==> src/rtl/cdb_writeback_arbiter_pkg.sv <==
// Shared types for the FU result interfaces and the common data bus.
// Also holds the ROB age helper used by both the queues and the arbiter.
package cdb_writeback_arbiter_pkg;

  localparam int unsigned ROB_IDX_W = 5;
  localparam int unsigned PREG_W    = 7;
  localparam int unsigned XLEN      = 32;

  localparam logic [1:0] CDB_SRC_ALU = 2'd0;
  localparam logic [1:0] CDB_SRC_MEM = 2'd1;
  localparam logic [1:0] CDB_SRC_BR  = 2'd2;

  typedef struct packed {
    logic                 fu_alu_done;
    logic [PREG_W-1:0]    ptag;
    logic [ROB_IDX_W-1:0] rob_idx;
    logic [XLEN-1:0]      data;
  } alu_data;

  typedef struct packed {
    logic                 fu_mem_done;
    logic [PREG_W-1:0]    ptag;
    logic [ROB_IDX_W-1:0] rob_idx;
    logic [XLEN-1:0]      data;
  } mem_data;

  typedef struct packed {
    logic                 fu_b_done;
    logic                 mispredict;
    logic [XLEN-1:0]      pc;
    logic [PREG_W-1:0]    ptag;
    logic [ROB_IDX_W-1:0] rob_idx;
    logic [XLEN-1:0]      data;
  } b_data;

  typedef struct packed {
    logic [PREG_W-1:0]    ptag;
    logic [ROB_IDX_W-1:0] rob_idx;
    logic [XLEN-1:0]      data;
  } wb_entry_t;

  typedef struct packed {
    logic                 valid;
    logic [PREG_W-1:0]    ptag;
    logic [ROB_IDX_W-1:0] rob_idx;
    logic [XLEN-1:0]      data;
    logic [1:0]           src;
  } cdb_data_t;

  // Distances from the ROB head wrap modulo 2^ROB_IDX_W, so plain 5-bit subtraction is exact.
  function automatic logic is_younger(input logic [ROB_IDX_W-1:0] x,
                                      input logic [ROB_IDX_W-1:0] head,
                                      input logic [ROB_IDX_W-1:0] tag);
    logic [ROB_IDX_W-1:0] dist_x;
    logic [ROB_IDX_W-1:0] dist_tag;
    dist_x   = x - head;
    dist_tag = tag - head;
    return dist_x > dist_tag;
  endfunction

  function automatic logic [1:0] next_src(input logic [1:0] s);
    return (s == CDB_SRC_BR) ? CDB_SRC_ALU : s + 2'd1;
  endfunction

endpackage

==> src/rtl/cdb_writeback_arbiter_wb_src_fifo.sv <==
// Per-FU result queue. Head lives in slot 0; pop, flush-by-age and push are
// resolved together each cycle by compacting survivors toward the head.
module wb_src_fifo
  import cdb_writeback_arbiter_pkg::*;
#(
  parameter int unsigned DEPTH = 2
) (
  input  logic                 clk,
  input  logic                 reset_n,
  input  logic                 push,
  input  wb_entry_t            push_entry,
  input  logic                 pop,
  input  logic                 flush,
  input  logic [ROB_IDX_W-1:0] flush_tag,
  input  logic [ROB_IDX_W-1:0] rob_head,
  output wb_entry_t            head,
  output logic                 not_empty,
  output logic                 full
);

  localparam int unsigned IDX_W = (DEPTH > 1) ? $clog2(DEPTH) : 1;
  localparam int unsigned CNT_W = $clog2(DEPTH + 1);

  wb_entry_t        entries_q [DEPTH];
  wb_entry_t        entries_d [DEPTH];
  logic [CNT_W-1:0] count_q;
  logic [CNT_W-1:0] count_d;
  logic             push_ok;

  assign full      = (count_q == CNT_W'(DEPTH));
  assign not_empty = (count_q != '0);
  assign head      = entries_q[0];

  // Full is judged on the registered count: a same-cycle pop does not make room.
  assign push_ok = push && !full && !(flush && is_younger(push_entry.rob_idx, rob_head, flush_tag));

  always_comb begin
    int n;
    n         = 0;
    entries_d = entries_q;
    for (int i = 0; i < int'(DEPTH); i++) begin
      if (i < int'(count_q) && !(pop && i == 0) &&
          !(flush && is_younger(entries_q[i].rob_idx, rob_head, flush_tag))) begin
        entries_d[IDX_W'(n)] = entries_q[i];
        n = n + 1;
      end
    end
    if (push_ok) begin
      entries_d[IDX_W'(n)] = push_entry;
      n = n + 1;
    end
    count_d = CNT_W'(n);
  end

  always_ff @(posedge clk or negedge reset_n) begin
    if (!reset_n) begin
      count_q <= '0;
      for (int i = 0; i < int'(DEPTH); i++) begin
        entries_q[i] <= '0;
      end
    end else begin
      count_q   <= count_d;
      entries_q <= entries_d;
    end
  end

endmodule

==> src/rtl/cdb_writeback_arbiter.sv <==
// Collects ALU/MEM/BR results into per-source queues and broadcasts one per cycle
// on a registered CDB, round-robin across sources, dropping wrong-path results on flush.
module cdb_writeback_arbiter
  import cdb_writeback_arbiter_pkg::*;
#(
  parameter int unsigned FIFO_DEPTH = 2
) (
  input  logic                 clk,
  input  logic                 reset_n,
  input  alu_data              alu_in,
  input  mem_data              mem_in,
  input  b_data                br_in,
  output logic                 alu_stall,
  output logic                 mem_stall,
  output logic                 br_stall,
  input  logic                 flush,
  input  logic [ROB_IDX_W-1:0] flush_tag,
  input  logic [ROB_IDX_W-1:0] rob_head,
  output logic                 cdb_valid,
  output logic [PREG_W-1:0]    cdb_ptag,
  output logic [ROB_IDX_W-1:0] cdb_rob_idx,
  output logic [XLEN-1:0]      cdb_data,
  output logic [1:0]           cdb_src,
  output logic                 prf_we
);

  wb_entry_t  alu_entry, mem_entry, br_entry;
  wb_entry_t  alu_head, mem_head, br_head;
  wb_entry_t  win_entry;
  logic [2:0] not_empty;
  logic [2:0] pop;
  logic       win_found;
  logic [1:0] win_src;
  logic       load;
  logic [1:0] rr_q;
  cdb_data_t  cdb_q;
  logic       unused_br;

  assign unused_br = ^{br_in.mispredict, br_in.pc};

  assign alu_entry = '{ptag: alu_in.ptag, rob_idx: alu_in.rob_idx, data: alu_in.data};
  assign mem_entry = '{ptag: mem_in.ptag, rob_idx: mem_in.rob_idx, data: mem_in.data};
  assign br_entry  = '{ptag: br_in.ptag, rob_idx: br_in.rob_idx, data: br_in.data};

  wb_src_fifo #(.DEPTH(FIFO_DEPTH)) u_alu_fifo (
    .clk        (clk),
    .reset_n    (reset_n),
    .push       (alu_in.fu_alu_done),
    .push_entry (alu_entry),
    .pop        (pop[0]),
    .flush      (flush),
    .flush_tag  (flush_tag),
    .rob_head   (rob_head),
    .head       (alu_head),
    .not_empty  (not_empty[0]),
    .full       (alu_stall)
  );

  wb_src_fifo #(.DEPTH(FIFO_DEPTH)) u_mem_fifo (
    .clk        (clk),
    .reset_n    (reset_n),
    .push       (mem_in.fu_mem_done),
    .push_entry (mem_entry),
    .pop        (pop[1]),
    .flush      (flush),
    .flush_tag  (flush_tag),
    .rob_head   (rob_head),
    .head       (mem_head),
    .not_empty  (not_empty[1]),
    .full       (mem_stall)
  );

  wb_src_fifo #(.DEPTH(FIFO_DEPTH)) u_br_fifo (
    .clk        (clk),
    .reset_n    (reset_n),
    .push       (br_in.fu_b_done),
    .push_entry (br_entry),
    .pop        (pop[2]),
    .flush      (flush),
    .flush_tag  (flush_tag),
    .rob_head   (rob_head),
    .head       (br_head),
    .not_empty  (not_empty[2]),
    .full       (br_stall)
  );

  always_comb begin
    logic [1:0] cand;
    win_found = 1'b0;
    win_src   = rr_q;
    cand      = rr_q;
    for (int k = 0; k < 3; k++) begin
      if (!win_found && not_empty[cand]) begin
        win_found = 1'b1;
        win_src   = cand;
      end
      cand = next_src(cand);
    end
  end

  always_comb begin
    unique case (win_src)
      CDB_SRC_ALU: win_entry = alu_head;
      CDB_SRC_MEM: win_entry = mem_head;
      default:     win_entry = br_head;
    endcase
  end

  assign pop[0] = win_found && (win_src == CDB_SRC_ALU);
  assign pop[1] = win_found && (win_src == CDB_SRC_MEM);
  assign pop[2] = win_found && (win_src == CDB_SRC_BR);

  // A winner squashed by this cycle's flush is still popped, but never reaches the bus.
  assign load = win_found && !(flush && is_younger(win_entry.rob_idx, rob_head, flush_tag));

  always_ff @(posedge clk or negedge reset_n) begin
    if (!reset_n) begin
      cdb_q <= '0;
      rr_q  <= CDB_SRC_ALU;
    end else begin
      cdb_q.valid <= load;
      if (load) begin
        cdb_q.ptag    <= win_entry.ptag;
        cdb_q.rob_idx <= win_entry.rob_idx;
        cdb_q.data    <= win_entry.data;
        cdb_q.src     <= win_src;
      end
      if (win_found) begin
        rr_q <= next_src(win_src);
      end
    end
  end

  assign cdb_valid   = cdb_q.valid;
  assign cdb_ptag    = cdb_q.ptag;
  assign cdb_rob_idx = cdb_q.rob_idx;
  assign cdb_data    = cdb_q.data;
  assign cdb_src     = cdb_q.src;
  assign prf_we      = cdb_q.valid && (cdb_q.ptag != '0);

endmodule

==> config.mk <==
export PLATFORM = sky130hd
export DESIGN_NAME = cdb_writeback_arbiter
export DESIGN_NICKNAME = d
export VERILOG_FILES = /design/src/rtl/cdb_writeback_arbiter_pkg.sv /design/src/rtl/cdb_writeback_arbiter_wb_src_fifo.sv /design/src/rtl/cdb_writeback_arbiter.sv
export SDC_FILE = /design/constraint.sdc
export NUM_CORES = 1
export LEC_CHECK = 0
export ABC_AREA = 1
export BUFFER_PORTS_ARGS = -buffer_cell sky130_fd_sc_hd__clkbuf_2
export CAP_MARGIN = 20
export CORE_ASPECT_RATIO = 0.8
export CORE_UTILIZATION = 60
export CTS_CLUSTER_DIAMETER = 200
export DETAILED_ROUTE_END_ITERATION = 6
export GPL_TIMING_DRIVEN = 0
export PLACE_DENSITY = 0.85
export SLEW_MARGIN = 20
export SYNTH_ARGS = -nofsm -noshare
export SYNTH_HDL_FRONTEND = slang
export SYNTH_HIERARCHICAL = 1
export SYNTH_SLANG_ARGS = --single-unit
==> constraint.sdc <==
create_clock -name clk -period 11.7 [get_ports clk]
set_input_delay 0.585 -clock clk [delete_from_list [all_inputs] [get_ports clk]]
set_output_delay 0.585 -clock clk [all_outputs]
set_load 0.005 [all_outputs]
==> run metrics <==
CTS tree=built; number of remaining DRC errors=0; placed cell count=about 2200; core outline area=around 21000 µm²; crit-path max FO=10; Synth area leaders=dfrtp_1, nand2_1, nand3_1, ha_1, inv_1; first-pass GRT wire length=approximately 59000 µm; crit path DAT=5760 ps; CTS sink cnt=about 190; Slew @ Worst Pin=between 500 and 600 ps; TritonCTS buffer count=17; clock buffer depth=2; top cell type's share of synthesized area=35.8%; GR Overflow Total=0; Clk Latency, worst-skew pair=450 ps; port bufs=198; synthesized-area fraction occupied by adder cells=~11%; ys flop type=dfrtp_1; H-tree levels=4; XOR/XNOR Fraction of Synth Area=between 2 and 3%; Final Max Slew Viols=0; Core Rows=47; wire per inst=roughly 17 µm; RSZ-0062 raised after global routing=false; hold_buf cts=0; Starting Density=62.2%; Total Routing Usage GR=around 34%; Clk Tree Root Cell=clkbuf_16; min-delay worst type=primary input to async pin; final setup vio count=0; #FFs+latches synth=between 150 and 200; Post-synth EDFFs=0; Worst Skew=19.0 ps; die area=22400 µm²; clk slew on worst S/H paths=80 ps; Setup Fix Bufs, Post-CTS=0; Critical-path top delay cell=dfrtp_1; CP Class=flip-flop to flip-flop; post-synthesis sequential area ratio=35.8%; Fmax achieved=around 180 MHz; Post-DP HPWL=about 30000 µm; status=completed; Tmin final=about 5400 ps; cts repair resizes=0; layout cells sized above 1=approximately a fifth; setup TNS=0 ps; DRT antenna net count=0; YS warnings=6; Vias=12536; mux cell area share after synthesis=0%; post-synthesis instance total=1779; critical path capture point type=flip-flop; ys async rst share=100%; Die Span Y=roughly 130 µm; slew margin rel.=62.2%; synth unique cells=just over 40; max_cap viols=0; largest family of logic cells by synthesized area=simple AND/OR/NAND/NOR gates; final cell count without fillers=2280; Fill cells=about 1700; post-synthesis compound-gate area fraction=about 3%; Mapped Nets=roughly 2100; I/O pin cnt=approximately 230; ANT cells=0; Pre-Repair DR Iteration Count=5; via density per instance=~5.5; CP startpoint kind=flip-flop; largest net degree at the start of global routing=78; number of global-route vias before repair=roughly 12000; net count reported at finish=roughly 2300; DR iter-0 viols=1410; cell mode on critical path=inv_1; die width=167 µm; Worst path max stage delay=around 440 ps; Final period util=46.4%; Critical Path RT=roughly 12000 ps; initial antenna violation count=0; Post-Syn Area per Cell=approximately 7.3 µm²; P&R area growth vs syn=15.3%; cell area after synthesis=approximately 13000 µm²; Hold Fails Final Rpt=0; total length of routed wires=roughly 38000 µm; Post-Synth Simple-Gate Area=36.1%; biggest area consumer among synthesized cells=dfrtp_1; routability cong.=just over 0.9
## state kept, by name, summed over array words and instances (netlist names)
register	count
u_br_fifo/head	44
cdb_data	32
rr_q	2
u_alu_fifo/head	44
cdb_valid	1
cdb_rob_idx	5
u_alu_fifo/count_q	2
u_br_fifo/count_q	2
u_mem_fifo/count_q	2
cdb_src	2
u_mem_fifo/head	44
cdb_ptag	7
## placed cells by master (no fill, tap or decap), drive strengths merged, types with 4 or more instances in the layout
| cell type | netlist | final |
|---|---|---|
| o21bai | 7 | 7 |
| clkbuf | 5 | 221 |
| dfrtp | 187 | 187 |
| or2 | 33 | 33 |
| nand3 | 317 | 317 |
| nand4 | 21 | 21 |
| ha | 96 | 96 |
| inv | 259 | 266 |
| buf | 66 | 68 |
| nand2 | 600 | 600 |
| xnor2 | 14 | 14 |
| a31oi | 4 | 4 |
| clkinv | 1 | 7 |
| a21oi | 36 | 36 |
| fa | 11 | 11 |
| nor2 | 66 | 66 |
| xor2 | 26 | 26 |
| o21ai | 14 | 14 |
| nand3b | 7 | 7 |
## per-stage QoR
stage / hold slack (ps) / instance area, µm² / util, % / setup slack [ps]
after global placement: 481 / 14400 / 68.5 / 6520
after global routing: 124 / 15000 / 71.7 / 5960
final: 90.2 / 15000 / 71.7 / 6270
after CTS: 109 / 15000 / 71.7 / 6350
after floorplan: 289 / 13100 / - / 7350
after detailed placement: 486 / 14400 / 68.8 / 6420
## routing by layer
metal	up-vias	global-route usage [%]	part of all wire [%]
met1	5816	49.3	44
met5	-	0	0
li1	6026	-	-
met3	66	7.41	10
met4	0	12.0	2.4
met2	628	50.6	43
## synth_stat cells (3+ instances only)
library cell	instances
a21oi_1	32
a21oi_2	4
a31oi_1	4
buf_2	32
buf_4	13
buf_6	20
clkbuf_1	5
dfrtp_1	187
fa_1	11
ha_1	96
inv_1	222
inv_2	34
nand2_1	565
nand2_2	32
nand2_4	3
nand3_1	308
nand3_2	4
nand3_4	5
nand3b_1	7
nand4_1	21
nor2_1	58
nor2_2	6
o21ai_0	10
o21ai_1	3
o21bai_1	7
or2_0	20
or2_1	12
xnor2_1	14
xor2_1	26
## area by class of cell
cell class	count	area (µm²)	area share, %
multi-input cells	1261	6870	45.7
flip-flops and latches	187	4680	31.1
repair buffers	200	1050	7.01
inverters	260	987	6.56
plain buffers	71	517	3.43
clock buffers	18	439	2.92
well taps	269	337	2.24
clock inverters	14	164	1.09
## critical path, delay by kind of cell, from the launching register on
kind                       cells  cell delay (ps)
and+or+nand+nor               14             1840
adders and majority gates      3              910
buffers and inverters         10             1050
xor gates and xnor gates       1              230
AOI/OAI and AO/OA              4              830
DFF                            1              440
## cells by family after synthesis
logic type	after synthesis
AO/OA/AOI/OAI	66
XOR/XNOR	40
adder cells (fa/ha/maj)	107
buffers and inverters	331
flip-flops	187
AND/OR/NAND/NOR	1048
## path summary, 6_finish.rpt
| path | from | to | slack (ps) | depth (start not counted) |
|---|---|---|---|---|
| worst min register to register | u_alu_fifo/head[16]$_DFF_PN0_ | u_alu_fifo/head[16]$_DFF_PN0_ | 500 | 2 |
| worst min-delay path | reset_n | u_br_fifo/head[16]$_DFF_PN0_ | 90 | 1 |
| min in group clk | mem_in[14] | u_mem_fifo/head[14]$_DFF_PN0_ | 330 | 3 |
| worst max-delay path | u_mem_fifo/count_q[1]$_DFF_PN0_ | cdb_ptag[4]$_DFFE_PN0P_ | 6270 | 32 |
| max in group asynchronous | reset_n | cdb_data[5]$_DFFE_PN0P_ | 10880 | 2 |
| worst max register to register | u_mem_fifo/count_q[1]$_DFF_PN0_ | cdb_ptag[4]$_DFFE_PN0P_ | 6270 | 32 |
Power is left out: the tool's default activity adds up to more than one toggle a clock period on the data nets, which glitch-free logic cannot reach.
